### src/rtl/fpu_mul_wb_buffer.sv
// rtl/fpu_mul_wb_buffer.sv - FP multiplier result FIFO toward VGPR writeback with sticky IEEE status flags
module fpu_mul_wb_buffer #(
  parameter int BIT_WIDTH  = 32,
  parameter int DEPTH      = 4,
  parameter int VDST_WIDTH = 8,
  parameter int LANE_WIDTH = 5
) (
  input  logic                       i_clk,
  input  logic                       i_reset,
  input  logic                       i_valid,
  output logic                       o_ready,
  input  logic [BIT_WIDTH-1:0]       i_result,
  input  logic                       i_inexact,
  input  logic [VDST_WIDTH-1:0]      i_vdst,
  input  logic [LANE_WIDTH-1:0]      i_lane,
  output logic                       o_wb_valid,
  input  logic                       i_wb_ready,
  output logic [BIT_WIDTH-1:0]       o_wb_data,
  output logic [VDST_WIDTH-1:0]      o_wb_vdst,
  output logic [LANE_WIDTH-1:0]      o_wb_lane,
  output logic [$clog2(DEPTH):0]     o_count,
  input  logic                       i_status_clr,
  output logic                       o_flag_nx,
  output logic                       o_flag_of,
  output logic                       o_flag_uf
);

  localparam int PTR_W     = $clog2(DEPTH);
  localparam int CNT_W     = PTR_W + 1;
  localparam int EXP_WIDTH = (BIT_WIDTH == 64) ? 11 : (BIT_WIDTH == 128) ? 15 : 8;
  localparam logic [CNT_W-1:0] FULL_COUNT = CNT_W'(DEPTH);

  logic [BIT_WIDTH-1:0]  dataMem [DEPTH];
  logic [VDST_WIDTH-1:0] vdstMem [DEPTH];
  logic [LANE_WIDTH-1:0] laneMem [DEPTH];

  logic [PTR_W-1:0]     rdPtr;
  logic [PTR_W-1:0]     wrPtr;
  logic [CNT_W-1:0]     count;
  logic                 flagNx;
  logic                 flagOf;
  logic                 flagUf;
  logic                 push;
  logic                 pop;
  logic [EXP_WIDTH-1:0] expField;
  logic                 nxEv;
  logic                 ofEv;
  logic                 ufEv;

  // Ready is a function of occupancy alone so a full buffer never accepts, even on a pop cycle.
  assign o_ready    = (count != FULL_COUNT);
  assign o_wb_valid = (count != '0);
  assign push       = i_valid & o_ready;
  assign pop        = o_wb_valid & i_wb_ready;

  assign expField = i_result[BIT_WIDTH-2 -: EXP_WIDTH];
  assign nxEv     = i_inexact;
  assign ofEv     = &expField;
  assign ufEv     = ~|expField & i_inexact;

  // Head fields read zero while empty so stale storage never leaks after reset.
  assign o_wb_data = o_wb_valid ? dataMem[rdPtr] : '0;
  assign o_wb_vdst = o_wb_valid ? vdstMem[rdPtr] : '0;
  assign o_wb_lane = o_wb_valid ? laneMem[rdPtr] : '0;
  assign o_count   = count;
  assign o_flag_nx = flagNx;
  assign o_flag_of = flagOf;
  assign o_flag_uf = flagUf;

  always_ff @(posedge i_clk) begin
    if (push) begin
      dataMem[wrPtr] <= i_result;
      vdstMem[wrPtr] <= i_vdst;
      laneMem[wrPtr] <= i_lane;
    end
  end

  always_ff @(posedge i_clk) begin
    if (i_reset) begin
      rdPtr  <= '0;
      wrPtr  <= '0;
      count  <= '0;
      flagNx <= 1'b0;
      flagOf <= 1'b0;
      flagUf <= 1'b0;
    end else begin
      if (push) wrPtr <= wrPtr + 1'b1;
      if (pop)  rdPtr <= rdPtr + 1'b1;
      case ({push, pop})
        2'b10:   count <= count + 1'b1;
        2'b01:   count <= count - 1'b1;
        default: count <= count;
      endcase
      // An event in the same cycle as a clear survives the clear.
      flagNx <= (i_status_clr ? 1'b0 : flagNx) | (push & nxEv);
      flagOf <= (i_status_clr ? 1'b0 : flagOf) | (push & ofEv);
      flagUf <= (i_status_clr ? 1'b0 : flagUf) | (push & ufEv);
    end
  end

endmodule

### config.mk
export PLATFORM = sky130hd
export DESIGN_NAME = fpu_mul_wb_buffer
export DESIGN_NICKNAME = d
export VERILOG_FILES = /design/src/rtl/fpu_mul_wb_buffer.sv
export SDC_FILE = /design/constraint.sdc
export NUM_CORES = 1
export LEC_CHECK = 0
export CAP_MARGIN = 30
export CORE_UTILIZATION = 50
export CTS_CLUSTER_SIZE = 12
export DETAILED_ROUTE_END_ITERATION = 12
export HOLD_SLACK_MARGIN = 0.12
export PLACE_DENSITY_LB_ADDON = 0.2
export SYNTH_ARGS = -nofsm -noshare
export SYNTH_HDL_FRONTEND = slang
export SYNTH_SLANG_ARGS = --single-unit
### constraint.sdc
create_clock -name i_clk -period 7 [get_ports i_clk]
set_input_delay 2.1 -clock i_clk [delete_from_list [all_inputs] [get_ports i_clk]]
set_output_delay 2.1 -clock i_clk [all_outputs]
set_load 0.01 [all_outputs]
==> flow_summary.json <==
{
  "antenna_found_initial": 0,
  "achievable-frequency_mhz": 214,
  "cts-root-buf": "clkbuf_16",
  "avgRoutedWirePerCell_um": 19.8,
  "max_cap_violations": 0,
  "die_area_sq_um": 15400,
  "critical_path.top_delay_family": "buffers and inverters",
  "totalNegativeSetupSlack_ns": 0,
  "fp.dieW_um": 124,
  "synthArstFlopShare_pct": 0,
  "cts_tree": "done",
  "critical_path_fanout_max": 30,
  "power.leakage_nw": 2.95,
  "clock_tree.buffer_depth": 2,
  "p_sw_share_pct": 27.0,
  "cp.required_ns": 4.90,
  "gp_routability_congestion": 0.747,
  "fin_crit_ns": 4.68,
  "tightest_slew_ns": 0.698,
  "layout.cells.most_common_list": "edfxtp_1, clkdlybuf4s50_1, mux4_2, nor2b_1, clkbuf_16",
  "p_clk_share_pct": 26.5,
  "dp_hpwl_mm": 7.44,
  "cp_data_arrival_time_ns": 2.58,
  "synth_seq_area_share_pct": 76.0,
  "clock-skew-final_ns": 0.00732,
  "power.combinational.fraction_pct": 31.4,
  "holdCritPathClass": "reg2reg",
  "vdd_ir_drop_max_mv": 0.272,
  "area_growth_pct": 24.1,
  "final.period_utilization_pct": 66.9,
  "cts.reportedPaths.clkPinSlew_ns": 0.07,
  "grt_use_total_pct": 18.3,
  "place_worst_setup_slack_ns": 2.56,
  "status": "completed",
  "worstPathCellList": "buf_4 > mux4_2 > nor2b_1 > clkdlybuf4s50_1",
  "switchingPower_mw": 0.922,
  "yosys_warnings": 0,
  "relSlewSlack_pct": 53.5,
  "cts-hold-fix-buffers": 0,
  "first_global_vias": 3690,
  "drc_errors": 0,
  "path_class": "reg2out",
  "core_footprint_sq_um": 14500,
  "crit_path_max_incr_delay_ns": 0.60,
  "finalNonFillerCells": 664,
  "drive_gt1_share_pct": 17.7,
  "synthesis.nets": 412,
  "dpl.cell_count": 631,
  "synth.ff_latch_count": 192,
  "synth_cells": 355,
  "count_of_antenna_diodes_in_the_layout": 0,
  "totalWireLength_mm": 13.2,
  "p_seq_share_pct": 42.1,
  "dominantRegCellSynth": "edfxtp_1",
  "cts_h_tree_lvls": 4,
  "top_level_ports": 104,
  "placementRows": 44,
  "post_cts_resize_count": 0,
  "synth.lib_cells_used.distinct": 30,
  "hold_violations": 0,
  "startpoint_class": "register",
  "dr.first_iter.drc_count": 238,
  "utilization_pct": 63.4,
  "grt_pass1_wl_mm": 19.8,
  "cts_num_sinks": 192,
  "vias": 3608,
  "report.final.slew_viol_count": 0,
  "clock_insertion_delay_worst_skew_ns": 0.42,
  "final.setup.worst_slack_ns": 2.32,
  "routed_via_density": 5.43,
  "post-cts-setup-buffer-count": 0,
  "synth-edff-count": 180,
  "tritoncts.num_buffers": 17,
  "globalRoute.totalOverflow": 0,
  "finalSetupViolations": 0,
  "num-nets-final": 524,
  "path_buf_inv": 2,
  "power_mw": 3.42,
  "synthesis.area_sq_um": 7430,
  "cell_internal_pwr_mw": 2.49,
  "dr.pass1.iters": 4,
  "start_util_pct": 51.1,
  "layout.cells.most_common": "edfxtp_1",
  "grt_start_max_net_pins": 47,
  "die-height_um": 124,
  "worst_setup_path_end_kind": "output port",
  "postRouteAntennaNets": 0,
  "rsz0062_at_grt": "false",
  "slowest_stage": "dfxtp_2",
  "syn_avg_cell_area_sq_um": 20.9,
  "port-buffer-count": 103,
  "pwrdens_nw_per_um2": 371
}
==> area by class of cell <==
cell class | instances | area, sq um
inverter | 8 | 30.0
fill | 1045 | 5320
tap | 184 | 230
clock inverter | 12 | 116
clock buffer | 20 | 437
timing repair buffer | 110 | 1100
multi-input combinational | 138 | 1650
sequential | 192 | 5650
==> cell families (layout without fill, tap and decap cells) <==
| family | Yosys count | in the layout | synth area share [%] |
|---|---|---|---|
| AOI/OAI and AO/OA | 12 | 12 | 1.01 |
| xor gates and xnor gates | 4 | 4 | 0.471 |
| adders and majority gates | 6 | 6 | 1.11 |
| buffers and inverters | 25 | 150 | 1.87 |
| DFF | 192 | 192 | 76.0 |
| muxes | 45 | 45 | 13.6 |
| and+or+nand+nor | 71 | 71 | 5.91 |
==> registers in the layout (all words and copies together), names as in the netlist, named ones only <==
signal / count
o_count: 3
o_flag_of: 1
wrPtr: 2
vdstMem: 32
laneMem: 20
rdPtr: 2
o_flag_uf: 1
dataMem: 128
o_flag_nx: 1
==> final timing paths <==
check	end	start	depth (start not counted)	slack, ns
hold reg to reg	o_flag_uf	o_flag_uf	2	0.49
hold / removal	o_flag_uf	o_flag_uf	2	0.49
setup reg to reg	o_count[2]	o_count[2]	8	4.46
setup / recovery	o_wb_lane[4]	register	4	2.32
==> metal layers <==
metal / up-vias / track usage [%] / share of wire, %
met5: - / 0 / 0
met4: 0 / 8.26 / 1.9
met3: 21 / 4.12 / 5.0
met2: 95 / 29.0 / 49
met1: 1840 / 24.3 / 44
li1: 1652 / - / -
==> power groups by stage <==
stage	Combinational, mW	Sequential, mW	Clock (mW)
finish	1.07	1.44	0.905
detailed placement	1.02	1.51	0
CTS	1.03	1.49	0.921
global route	1.16	1.45	0.963
floorplan	0.632	1.42	0
global placement	1.02	1.51	0
==> stage by stage <==
step / instance area (sq um) / hold WS [ns]
after floorplan: 7430 / 0.485
after global routing: 9220 / 0.507
final: 9220 / 0.488
after global placement: 8640 / 0.469
after detailed placement: 8640 / 0.466
after CTS: 9190 / 0.488
==> worst register-to-register path: cells and delay by family (launching register included) <==
kind / cells / cell delay, ns
and+or+nand+nor: 3 / 1.05
adders and majority gates: 2 / 0.58
DFF: 1 / 0.48
xor gates and xnor gates: 1 / 0.16
AOI/OAI and AO/OA: 1 / 0.14
buffers and inverters: 1 / 0.06
==> cell usage after synthesis, types with 4 or more instances <==
cell type / n / share of area (%)
buf_6: 5 / 0.76
nor2_1: 7 / 0.35
nor2b_1: 45 / 3.8
buf_2: 5 / 0.34
inv_1: 8 / 0.40
a21oi_1: 6 / 0.40
edfxtp_1: 180 / 73
clkbuf_1: 6 / 0.30
xor2_1: 4 / 0.47
ha_1: 5 / 0.84
mux4_2: 45 / 14
dfxtp_1: 12 / 3.2
and3_1: 4 / 0.34
Power figures use the tool's default switching activity.
